[src/rtl/led_matrix_rx.sv]
// HUB75 receiver: samples the matrix bus, rebuilds each latched row into
// a column-ordered pixel stream tagged with row address and bit-plane.
module led_matrix_rx #(
  parameter int COLS     = 64,
  parameter int ROW_BITS = 5,
  parameter int SYNC     = 2
) (
  input  logic                clk_27MHz,
  input  logic                rst_n,
  input  logic                hub_clk,
  input  logic                hub_latch,
  input  logic                hub_oe,
  input  logic [ROW_BITS-1:0] hub_row,
  input  logic [2:0]          hub_rgb1,
  input  logic [2:0]          hub_rgb2,
  output logic                px_valid,
  input  logic                px_ready,
  output logic [5:0]          px_x,
  output logic [ROW_BITS-1:0] px_row,
  output logic [2:0]          px_rgb1,
  output logic [2:0]          px_rgb2,
  output logic [7:0]          px_plane,
  output logic                px_last,
  output logic                overrun,
  output logic                col_err,
  input  logic                err_clr
);

  // Pixel port handshake: a beat transfers on a rising clk_27MHz edge where
  // px_valid & px_ready; while px_valid is high and px_ready is low every
  // px_* field holds its value, and px_valid never drops without a transfer.

  // Bus word layout: {clk, latch, oe, row, rgb1, rgb2}
  localparam int BW = 9 + ROW_BITS;
  localparam int CW = $clog2(COLS + 2);
  localparam int IW = $clog2(COLS);
  localparam logic [CW-1:0] CNT_FULL = CW'(COLS);
  localparam logic [CW-1:0] CNT_SAT  = CW'(COLS + 1);
  localparam logic [5:0]    X_LAST   = 6'(COLS - 1);

  localparam logic [0:0] ST_IDLE = 1'b0;
  localparam logic [0:0] ST_SEND = 1'b1;

  logic [BW-1:0] bus_in;
  logic [BW-1:0] cur;
  logic [BW-1:0] hist_q, hist_d;

  assign bus_in = {hub_clk, hub_latch, hub_oe, hub_row, hub_rgb1, hub_rgb2};

  generate
    if (SYNC == 0) begin : g_nosync
      assign cur = bus_in;
    end else begin : g_sync
      logic [BW-1:0] sync_q [SYNC];
      logic [BW-1:0] sync_d [SYNC];

      // Shift the whole bus word down the synchronizer chain together
      always_comb begin
        sync_d[0] = bus_in;
        for (int i = 1; i < SYNC; i++) sync_d[i] = sync_q[i-1];
      end

      // Synchronizer flops, cleared by reset
      always_ff @(posedge clk_27MHz or negedge rst_n) begin
        if (!rst_n) begin
          for (int i = 0; i < SYNC; i++) sync_q[i] <= '0;
        end else begin
          for (int i = 0; i < SYNC; i++) sync_q[i] <= sync_d[i];
        end
      end

      assign cur = sync_q[SYNC-1];
    end
  endgenerate

  assign hist_d = cur;

  // Field extraction: data and row come from the current stage, edges
  // compare current against the history stage.
  logic                cur_clk, cur_latch;
  logic [ROW_BITS-1:0] cur_row;
  logic [5:0]          cur_rgb;
  logic                clk_rise, latch_rise;
  logic                bus_unused;

  assign cur_clk    = cur[BW-1];
  assign cur_latch  = cur[BW-2];
  assign cur_row    = cur[ROW_BITS+5:6];
  assign cur_rgb    = cur[5:0];
  assign clk_rise   = cur_clk & ~hist_q[BW-1];
  assign latch_rise = cur_latch & ~hist_q[BW-2];
  // oe is carried for alignment only; history of data bits is not needed
  assign bus_unused = ^{cur[BW-3], hist_q[BW-3:0]};

  logic [CW-1:0]       cnt_q, cnt_d, cnt_base;
  logic [5:0]          cap_q [COLS];
  logic [5:0]          cap_d [COLS];
  logic [5:0]          drain_q [COLS];
  logic [5:0]          drain_d [COLS];
  logic [0:0]          state_q, state_d;
  logic [5:0]          x_q, x_d;
  logic [ROW_BITS-1:0] row_q, row_d;
  logic [7:0]          plane_q, plane_d, plane_next;
  logic [7:0]          tplane_q, tplane_d;
  logic                ovr_q, ovr_d, colerr_q, colerr_d;
  logic                new_ovr, new_colerr, at_last;

  // Capture: write shifted columns into the capture buffer; a latch
  // restarts the count so a coincident shift edge lands in column 0.
  always_comb begin
    cap_d    = cap_q;
    cnt_base = latch_rise ? '0 : cnt_q;
    cnt_d    = cnt_base;
    if (clk_rise) begin
      if (cnt_base < CNT_FULL) cap_d[cnt_base[IW-1:0]] = cur_rgb;
      if (cnt_base != CNT_SAT) cnt_d = cnt_base + CW'(1);
    end
  end

  // Latch decision, plane tracking and drain FSM
  always_comb begin
    state_d    = state_q;
    x_d        = x_q;
    drain_d    = drain_q;
    row_d      = row_q;
    plane_d    = plane_q;
    tplane_d   = tplane_q;
    plane_next = plane_q;
    new_ovr    = 1'b0;
    new_colerr = 1'b0;
    at_last    = (x_q == X_LAST);

    if (state_q == ST_SEND && px_ready) begin
      if (at_last) begin
        state_d = ST_IDLE;
        x_d     = '0;
      end else begin
        x_d = x_q + 6'd1;
      end
    end

    if (latch_rise) begin
      if (cur_row == '0) plane_next = plane_q + 8'd1;
      plane_d = plane_next;
      if (cnt_q != CNT_FULL) begin
        new_colerr = 1'b1;
      end else if (state_q != ST_IDLE) begin
        new_ovr = 1'b1;
      end else begin
        drain_d  = cap_q;
        row_d    = cur_row;
        tplane_d = plane_next;
        state_d  = ST_SEND;
        x_d      = '0;
      end
    end

    // A fresh error in the clearing cycle keeps the flag set
    ovr_d    = (ovr_q & ~err_clr) | new_ovr;
    colerr_d = (colerr_q & ~err_clr) | new_colerr;
  end

  // Control and status registers
  always_ff @(posedge clk_27MHz or negedge rst_n) begin
    if (!rst_n) begin
      hist_q   <= '0;
      cnt_q    <= '0;
      state_q  <= ST_IDLE;
      x_q      <= '0;
      row_q    <= '0;
      plane_q  <= 8'hFF;
      tplane_q <= '0;
      ovr_q    <= 1'b0;
      colerr_q <= 1'b0;
    end else begin
      hist_q   <= hist_d;
      cnt_q    <= cnt_d;
      state_q  <= state_d;
      x_q      <= x_d;
      row_q    <= row_d;
      plane_q  <= plane_d;
      tplane_q <= tplane_d;
      ovr_q    <= ovr_d;
      colerr_q <= colerr_d;
    end
  end

  // Pixel storage; contents are only visible while px_valid is high
  always_ff @(posedge clk_27MHz) begin
    cap_q   <= cap_d;
    drain_q <= drain_d;
  end

  assign px_valid = (state_q == ST_SEND);
  assign px_x     = x_q;
  assign px_row   = row_q;
  assign px_plane = tplane_q;
  assign px_rgb1  = px_valid ? drain_q[x_q[IW-1:0]][5:3] : 3'b000;
  assign px_rgb2  = px_valid ? drain_q[x_q[IW-1:0]][2:0] : 3'b000;
  assign px_last  = px_valid & at_last;
  assign overrun  = ovr_q;
  assign col_err  = colerr_q;

endmodule

[config.mk]
export PLATFORM = sky130hd
export DESIGN_NAME = led_matrix_rx
export DESIGN_NICKNAME = d
export VERILOG_FILES = /design/src/rtl/led_matrix_rx.sv
export SDC_FILE = /design/constraint.sdc
export NUM_CORES = 1
export LEC_CHECK = 0
export BUFFER_PORTS_ARGS = -buffer_cell sky130_fd_sc_hd__buf_2
export CAP_MARGIN = 10
export CORE_MARGIN = 8
export CORE_UTILIZATION = 61
export DETAILED_ROUTE_END_ITERATION = 6
export PLACE_DENSITY = 0.86
export SYNTH_ARGS = -nofsm -noshare
export SYNTH_HDL_FRONTEND = slang
export SYNTH_SLANG_ARGS = --single-unit
[constraint.sdc]
create_clock -name clk_27MHz -period 8.05 [get_ports clk_27MHz]
set_input_delay 1.61 -clock clk_27MHz [delete_from_list [all_inputs] [get_ports clk_27MHz]]
set_output_delay 1.61 -clock clk_27MHz [all_outputs]
set_load 0.03 [all_outputs]
==> results.toml, run 1 <==
[status]
status = "finished with violations"
violations = "design-rule violations"

[setup_path]
path_class = "reg -> out"
cp_max_fo = 38
crit_arrival_ns = 4.10
start_kind = "register"
critPathRequiredTime_ns = 6.44
endpoint_kind = "primary output"

[global_route]
grt_pass1_wl_um = 89400
grt_pass1_vias = 13834
grt_max_degree = 214
antenna_found_initial = 1
grt_overflow_total = 0
grt_use_total = 0.2182

[synth]
seq_area_frac_synth = 0.8452
ys_async_sr_fraction = 0.07803
syn-num-nets = 1346
yosysWarnings = 0
netlist_instances = 1324
synth_edf_count = 768
syn_avg_cell_area_um2 = 22.07
syn_area_mm2 = 0.02922
synth.distinct_cells = 51
synth_ff_type = "edfxtp_1"
synth-seq-cells = 833

[sta]
finalCriticalPeriod_ns = 5.713
worst_slack_ns = 2.337
slew_headroom = 0.2024
finalMaxSlewViolations = 0
finalSetupViolCount = 0
fmax_mhz = 175.0
skew_ns = 0.02811
fin_crit_sh = 0.7097
setup_tns_ns = 0
finalHoldViolCount = 0
tightestPinTransition_ns = 1.196
rsz0062_at_grt = "false"
timing.hold.ws_ns = 0.3425

[clock_network]
cts_setup_buffers = 0
cts_hold_buf = 0
ctsResizeCount = 0
numCtsBuffers = 76
cts-root-buf = "clkbuf_16"
cts_sinks = 833
clk_latency_ns = 0.60
clockBufferDepth = 3
h-tree-depth = 3
cts_tree = "yes"
cts.clk_slew.worst_paths_ns = 0.06

[placement]
hpwl_um = 31970
gp_congestion = 0.7628
placed_area_mm2 = 0.03011
port_buffers = 45
dp_slack_ns = 2.976
dp.cells = 1949

[pwr]
p_comb_frac = 0.170
p_total_mw = 10.12
ir_drop_uv = 230.1
intPower_mw = 7.365
seqPwrFrac = 0.491
p_sw_frac = 0.2722
powerDensity_mw_per_mm2 = 311.0
cellLeakagePower_nw = 10.56
p_sw_mw = 2.754
clkPwrFrac = 0.339

[routing]
drt_iter0_drc = 1801
wl_um = 60830
drc_errors = 1
route.antenna.remaining_nets = 0
vias = 13412
vias_per_cell = 6.414
drtPass1Iterations = 7
wl_per_cell_um = 29.09

[layout]
final_cell_area_mm2 = 0.03254
antenna_cells = 0
mostFrequentLayoutCells = "edfxtp_1, mux4_2, nor2_1"
layout_commonest_cell = "edfxtp_1"
drive_above_1_share = 0.2039
multi_input_area_mm2 = 0.004252
fin_cells = 2091
syn2layout_area_growth_pct = 11.34
regArea_mm2 = 0.02472
fillCellCount = 2624
nets = 1438
post-route-util = 0.6843

[die]
dieWidth_um = 234.9
die_h_um = 234.9
coreArea_mm2 = 0.04755
rows = 80
num_io_pins = 47
die_area_mm2 = 0.05517
start_util = 0.6146

[run]
cap_viol_max_count = 0

[hold_path]
hold_path.class = "reg -> reg"
## power groups by stage
stage                     sequential, mW  clock [mW]  combinational (mW)
after detailed placement            5.07           0                1.63
after floorplan                     4.89           0                1.23
after global routing                4.98        3.62                1.79
after global placement              5.05           0                1.57
after CTS                           4.98        3.45                1.69
final                               4.97        3.43                1.72
## sequential cells by signal, summed over array words and instances, names as in the netlist
signal,count
cap_q,384
drain_q,384
cur,13
g_sync.sync_d,13
plane_q,8
px_plane,8
cnt_q,7
px_x,6
px_row,5
hist_q,2
col_err,1
overrun,1
px_valid,1
## synthesized netlist by cell type, types with 5 or more instances
cell / instances / area, um2
a21oi_1: 19 / 95.09
nor2b_1: 9 / 56.30
dfrtp_1: 57 / 1426
edfxtp_1: 768 / 23060
mux2i_1: 33 / 330.3
and3_1: 5 / 31.28
inv_1: 7 / 26.28
clkbuf_1: 24 / 90.09
buf_2: 17 / 85.08
mux4_2: 97 / 2185
nor2_1: 91 / 341.6
xor2_1: 8 / 70.07
dfstp_2: 8 / 210.2
o211ai_1: 6 / 45.04
nand4_1: 10 / 62.56
nand3_1: 25 / 125.1
xnor2_1: 11 / 96.34
nand2_1: 37 / 138.9
o21ai_0: 9 / 45.04
mux2_2: 11 / 123.9
## cell families (layout without fill, tap and decap cells)
logic type                 Yosys count  after routing  share of synthesized area
DFF                                833            833                     0.8452
and+or+nand+nor                    200            200                    0.03130
muxes                              145            145                    0.09184
AOI/OAI and AO/OA                   66             66                    0.01469
buffers and inverters               57            209                   0.009591
xor gates and xnor gates            19             19                   0.005694
adders and majority gates            4              4                   0.001713
## final timing paths
kind                                  start            to  slack, ns  depth (start not counted)
hold / removal             g_sync.sync_d[3]        cur[3]       0.34                          0
min in group asynchronous             rst_n        cur[7]       1.20                          2
max in group asynchronous             rst_n       px_x[0]       6.20                          2
hold reg to reg            g_sync.sync_d[3]        cur[3]       0.34                          0
setup / recovery                    px_x[0]    px_rgb2[0]       2.34                          6
setup reg to reg                   cnt_q[3]  drain_q[198]       4.05                          4
## critical path, stage by stage, from the launching register on
cell,delay [ns]
dfrtp_4,0.92
buf_4,0.61
mux4_2,0.65
mux4_2,0.53
o211ai_1,0.40
nand2_1,0.17
buf_2,0.22
## layout make-up
class	count	share of cell area
Clock inverter	39	0.007383
Inverter	7	0.0008075
Clock buffer	99	0.06468
Tap cell	615	0.02365
Multi-Input combinational cell	434	0.1307
Sequential cell	833	0.7596
Timing Repair Buffer	64	0.01323
## metal layers
metal | track usage | part of all wire
met4 | 0.08417 | 0.040
met1 | 0.2748 | 0.36
met5 | 0 | 0.00021
met3 | 0.05454 | 0.097
met2 | 0.3660 | 0.50
Power figures use the tool's default switching activity.
==> run 2, diff against run 1 <==
--- a/config.mk
+++ b/config.mk
@@ -8,9 +8,9 @@
 export BUFFER_PORTS_ARGS = -buffer_cell sky130_fd_sc_hd__buf_2
 export CAP_MARGIN = 10
 export CORE_MARGIN = 8
-export CORE_UTILIZATION = 61
+export CORE_UTILIZATION = 56
 export DETAILED_ROUTE_END_ITERATION = 6
-export PLACE_DENSITY = 0.86
+export PLACE_DENSITY = 0.83
 export SYNTH_ARGS = -nofsm -noshare
 export SYNTH_HDL_FRONTEND = slang
 export SYNTH_SLANG_ARGS = --single-unit
==> constraint.sdc (replaced) <==
create_clock -name clk_27MHz -period 5.1 [get_ports clk_27MHz]
set_input_delay 1.02 -clock clk_27MHz [delete_from_list [all_inputs] [get_ports clk_27MHz]]
set_output_delay 1.02 -clock clk_27MHz [all_outputs]
set_load 0.03 [all_outputs]
==> results.toml, run 2 (same netlist as run 1, synthesis figures left out) <==
[run]
cap_viol_max_count = 0

[sta]
tightestPinTransition_ns = 1.102
fin_crit_sh = 0.9055
finalSetupViolCount = 0
timing.hold.ws_ns = 0.3470
skew_ns = 0.02616
finalMaxSlewViolations = 0
finalCriticalPeriod_ns = 4.618
fmax_mhz = 216.5
rsz0062_at_grt = "false"
setup_tns_ns = 0
worst_slack_ns = 0.4819
finalHoldViolCount = 0
slew_headroom = 0.2656

[clock_network]
clk_latency_ns = 0.62
ctsResizeCount = 0
cts-root-buf = "clkbuf_16"
cts.clk_slew.worst_paths_ns = 0.06
cts_sinks = 833
cts_setup_buffers = 0
clockBufferDepth = 3
cts_hold_buf = 0
h-tree-depth = 3
cts_tree = "yes"
numCtsBuffers = 76

[placement]
dp_slack_ns = 1.185
gp_congestion = 0.8078
port_buffers = 45
hpwl_um = 31790

[pwr]
ir_drop_uv = 371.0
seqPwrFrac = 0.474
cellLeakagePower_nw = 10.68
intPower_mw = 12.01
p_sw_frac = 0.2658
clkPwrFrac = 0.354
p_sw_mw = 4.349
powerDensity_mw_per_mm2 = 497.7
p_comb_frac = 0.171

[routing]
vias_per_cell = 6.173
vias = 13339
wl_um = 61130
wl_per_cell_um = 28.29
drc_errors = 0
drtPass1Iterations = 6
drt_iter0_drc = 1775
route.antenna.remaining_nets = 0

[layout]
drive_above_1_share = 0.2128
fillCellCount = 3183
layout_commonest_cell = "edfxtp_1"
reg.largest.list = "cap_q x384, drain_q x384"
regArea_mm2 = 0.02472
mostFrequentLayoutCells = "edfxtp_1, mux4_2, nor2_1"
nets = 1440
multi_input_area_mm2 = 0.004252
syn2layout_area_growth_pct = 12.50

[die]
num_io_pins = 47
dieWidth_um = 244.4
die_area_mm2 = 0.05975
rows = 83
die_h_um = 244.4
coreArea_mm2 = 0.05151
start_util = 0.5673

[setup_path]
r2r_start = "cnt_q[3]"
critical-path-top-delay-family = "multiplexers"
path_class = "reg -> out"
r2r_end = "drain_q[28]"
endpoint_kind = "primary output"
cp_max_fo = 31
critical-path-max-stage-delay_ns = 0.77
critPathBufInv = 2
path_cells = "buf_4, mux4_2, mux2i_1, nand2_1, a22oi_1, o22ai_1, buf_2"
ff2ff_path_depth = 4
start_kind = "register"
crit_arrival_ns = 3.60
ff2ff_setup_slack_ns = 1.62
critPathRequiredTime_ns = 4.08
cp_slowest_cell = "dfrtp_4"

[hold_path]
hold_path.class = "reg -> reg"
min_path_cells = 0
whs_endpoint = "cur[0]"
worstHoldStart = "g_sync.sync_d[0]"

[global_route]
grt_max_degree = 198
grt_overflow_total = 0
grt_pass1_wl_um = 90150
grt_pass1_vias = 13999
antenna_found_initial = 2
grt_use_total = 0.2048

[status]
status = "completed"
==> run 2: cell count changes in the layout (fill, tap and decap cells not counted), moves of 3 or more <==
cell	before	now
bufinv_16	2	8
clkbuf_1	17	14
clkbuf_16	81	78
clkbuf_8	1	9
clkinv_1	15	8
clkinv_2	17	12
clkinv_4	0	3
==> run 2: per-layer routing <==
| metal | vias up | global-route usage | wire (um) |
|---|---|---|---|
| met2 | 810 | 0.3561 | 31590 |
| li1 | 5504 | - | - |
| met4 | 2 | 0.07431 | 2473 |
| met1 | 6832 | 0.2467 | 21740 |
| met5 | - | 0 | 13 |
| met3 | 191 | 0.05287 | 5310 |
==> run 2: worst max path at each step <==
stage	startpoint	to	slack [ns]	cells after the start
after global placement	px_x[0]	px_rgb1[0]	1.20	6
after global routing	px_x[1]	px_rgb2[1]	0.33	7
after detailed placement	px_x[0]	px_rgb1[1]	1.18	6
after floorplan	cnt_q[4]	drain_q[0]	0.71	5
after CTS	px_x[0]	px_rgb1[1]	0.49	6
final	px_x[1]	px_rgb2[1]	0.48	7
==> run 2: final cells by class <==
cell class | instances | area share
flip-flops and latches | 833 | 0.7518
repair buffers | 66 | 0.01431
clock buffers | 103 | 0.06520
multi-input cells | 434 | 0.1293
inverters | 7 | 0.0007992
well taps | 680 | 0.02588
clock inverters | 37 | 0.01264
diodes | 1 | 0.00007612
==> run 2: power by group through the flow <==
stage          registers [mW]  logic (mW)  clock network [mW]
2_1_floorplan            7.71        1.95                   0
3_3_place_gp             7.88        2.62                   0
3_5_place_dp             7.89        2.68                   0
4_1_cts                  7.76        2.80                5.85
5_1_grt                  7.77        2.92                6.10
6_report                 7.76        2.80                5.80
==> run 2: through the flow <==
| step | std cells | area, um2 | util | power, mW |
|---|---|---|---|---|
| detailed placement | 2019 | 30290 | 0.5881 | 10.58 |
| finish | 2161 | 32880 | 0.6382 | 16.36 |
| floorplan | 1324 | 29230 | - | 9.662 |
| global route | 2160 | 32870 | 0.6382 | 16.79 |
| CTS | 2159 | 32850 | 0.6378 | 16.41 |
| global placement | 2019 | 30290 | 0.5881 | 10.50 |
==> run 3, diff against run 2 <==
--- a/config.mk
+++ b/config.mk
@@ -5,12 +5,13 @@
 export SDC_FILE = /design/constraint.sdc
 export NUM_CORES = 1
 export LEC_CHECK = 0
+export ABC_AREA = 1
 export BUFFER_PORTS_ARGS = -buffer_cell sky130_fd_sc_hd__buf_2
 export CAP_MARGIN = 10
 export CORE_MARGIN = 8
-export CORE_UTILIZATION = 56
+export CORE_UTILIZATION = 55
 export DETAILED_ROUTE_END_ITERATION = 6
-export PLACE_DENSITY = 0.83
+export PLACE_DENSITY = 0.82
 export SYNTH_ARGS = -nofsm -noshare
 export SYNTH_HDL_FRONTEND = slang
 export SYNTH_SLANG_ARGS = --single-unit
==> results.toml, run 3 <==
[layout]
drive_above_1_share = 0.09386
post-route-util = 0.6143
fillCellCount = 3709
layout_commonest_cell = "edfxtp_1"
antenna_cells = 0
fin_cells = 2984
reg.largest.list = "cap_q x384, drain_q x384"
nets = 2241
syn2layout_area_growth_pct = 10.93
mostFrequentLayoutCells = "edfxtp_1, nand2_1, nand3_1"

[clock_network]
ctsResizeCount = 0
cts_hold_buf = 0
cts_tree = "yes"
cts.clk_slew.worst_paths_ns = 0.06
cts-root-buf = "clkbuf_16"
h-tree-depth = 3
cts_setup_buffers = 0
cts_sinks = 833
numCtsBuffers = 77
clockBufferDepth = 3
clk_latency_ns = 0.62

[synth]
yosys-top-cells-area = "edfxtp_1, nand2_1, dfrtp_1"
ys_async_sr_fraction = 0.07803
netlist_instances = 2151
syn_area_mm2 = 0.03039
seq_area_frac_synth = 0.8128
synth.distinct_cells = 33
syn-num-nets = 2173
syn_avg_cell_area_um2 = 14.13
synth_ff_type = "edfxtp_1"
yosysTopAreaCell = "edfxtp_1"
yosysWarnings = 0
synth_common_cells = "edfxtp_1, nand2_1, nand3_1"
synth-seq-cells = 833
synth_edf_count = 768
synth_top_area_frac = 0.7589
synth_most_common_cell = "edfxtp_1"

[sta]
fmax_mhz = 218.9
skew_ns = 0.02750
tightestPinTransition_ns = 1.336
fin_crit_sh = 0.8958
slew_headroom = 0.1095
finalMaxSlewViolations = 0
setup_tns_ns = 0
timing.hold.ws_ns = 0.3487
finalCriticalPeriod_ns = 4.568
finalHoldViolCount = 0
finalSetupViolCount = 0
rsz0062_at_grt = "false"

[routing]
drc_errors = 1
vias = 16989
wl_met1_um = 23250
wl_met3_um = 6996
drtPass1Iterations = 7
top_layer_used = "met5"
route.antenna.remaining_nets = 0
wl_met2_um = 30000
drt_iter0_drc = 2213
wl_per_cell_um = 21.10
vias_per_cell = 5.693
wl_um = 62980

[setup_path]
cp_slowest_cell = "dfrtp_4"
endpoint_kind = "primary output"
start_kind = "register"
cp_max_fo = 49
crit_arrival_ns = 3.55
path_cells = "buf_4, nor2_4, a21oi_1, nand3_1, nand3_1, nand2_1, nand2_1, a21oi_1, buf_2"
critical-path-max-stage-delay_ns = 0.72
critPathRequiredTime_ns = 4.08
path_class = "reg -> out"
r2r_start = "hist_q[12]"
ff2ff_path_depth = 5
r2r_end = "cap_q[68]"
ff2ff_setup_slack_ns = 1.34

[placement]
dp.cells = 2844
hpwl_um = 34910
port_buffers = 45
gp_congestion = 0.8779

[die]
coreArea_mm2 = 0.05488
rows = 86
die_h_um = 251.1
start_util = 0.5537
num_io_pins = 47
dieWidth_um = 251.1
die_area_mm2 = 0.06303

[global_route]
grt_pass1_wl_um = 95450
antenna_found_initial = 1
grt_max_degree = 218
grt_overflow_total = 0
grt_pass1_vias = 17095
grt_use_total = 0.1984

[status]
violations = "design-rule violations"
status = "finished with violations"

[hold_path]
worstHoldStart = "g_sync.sync_d[0]"
min_path_cells = 0
whs_endpoint = "cur[0]"
hold_path.class = "reg -> reg"

[run]
cap_viol_max_count = 0

[pwr]
p_total_mw = 16.47
powerDensity_mw_per_mm2 = 488.6
cellLeakagePower_nw = 12.32
ir_drop_uv = 493.1
==> run 3: cell types whose count changed in the layout (fill, tap and decap cells not counted), sizes merged, moves of 7 or more <==
cell	before	now
inv	11	165
nand3b	1	8
mux2	15	0
mux4	97	0
a21oi	19	37
nand3	25	204
xnor2	11	0
nand2	37	590
o21ai	10	46
nor2b	9	0
nor2	91	153
mux2i	33	0
==> run 3: cell type report <==
type | instances | area, um2 | share of cell area
clock buffers | 102 | 2083 | 0.06180
clock inverters | 38 | 336.6 | 0.009985
inverters | 162 | 621.8 | 0.01845
multi-input cells | 1076 | 4603 | 0.1366
flip-flops and latches | 833 | 24720 | 0.7332
well taps | 704 | 880.8 | 0.02613
repair buffers | 69 | 467.9 | 0.01388
==> run 3: how the worst max path moves through the flow <==
stage / endpoint / slack (ns) / depth (start not counted) / startpoint
floorplan: drain_q[0] / -1.85 / 6 / cur[12]
global placement: px_rgb2[1] / 1.40 / 11 / px_x[1]
detailed placement: px_rgb1[1] / 1.27 / 11 / px_x[1]
CTS: px_rgb1[1] / 0.59 / 11 / px_x[1]
global route: px_rgb1[1] / 0.40 / 11 / px_x[1]
finish: px_rgb1[2] / 0.53 / 9 / px_x[1]
==> run 3: cell families (layout without fill, tap and decap cells) <==
family / after synthesis / count (layout) / synth area share
buf+inv: 242 / 371 / 0.03590
simple gates: 973 / 973 / 0.1315
fa+ha+maj: 4 / 4 / 0.001647
compound gates: 88 / 88 / 0.01499
flops: 833 / 833 / 0.8128
xor+xnor: 11 / 11 / 0.003170
==> run 3: power by group <==
group,internal (mW),total (mW),switching (mW),leakage [nW]
Combinational,0.847,3.32,2.47,3.44
Clock,3.14,5.54,2.39,1.20
Sequential,7.47,7.61,0.142,7.69
==> run 3: routing by layer <==
metal | vias up | global-route usage
met5 | - | 0
met4 | 2 | 0.09262
met2 | 1067 | 0.3221
met3 | 205 | 0.04647
li1 | 7555 | -
met1 | 8160 | 0.2537
==> run 3: metrics by stage <==
step | worst slack (ns) | cell area [um2]
global route | 0.4012 | 33710
CTS | 0.5936 | 33710
detailed placement | 1.274 | 31290
finish | 0.5316 | 33710
global placement | 1.397 | 31290
floorplan | -1.849 | 30400
==> run 3: worst max-delay path: cells and delay by family (launching register included) <==
family	cells	cell delay (ns)
simple gates	5	1.03
buf+inv	2	0.71
flops	1	0.72
compound gates	2	0.45
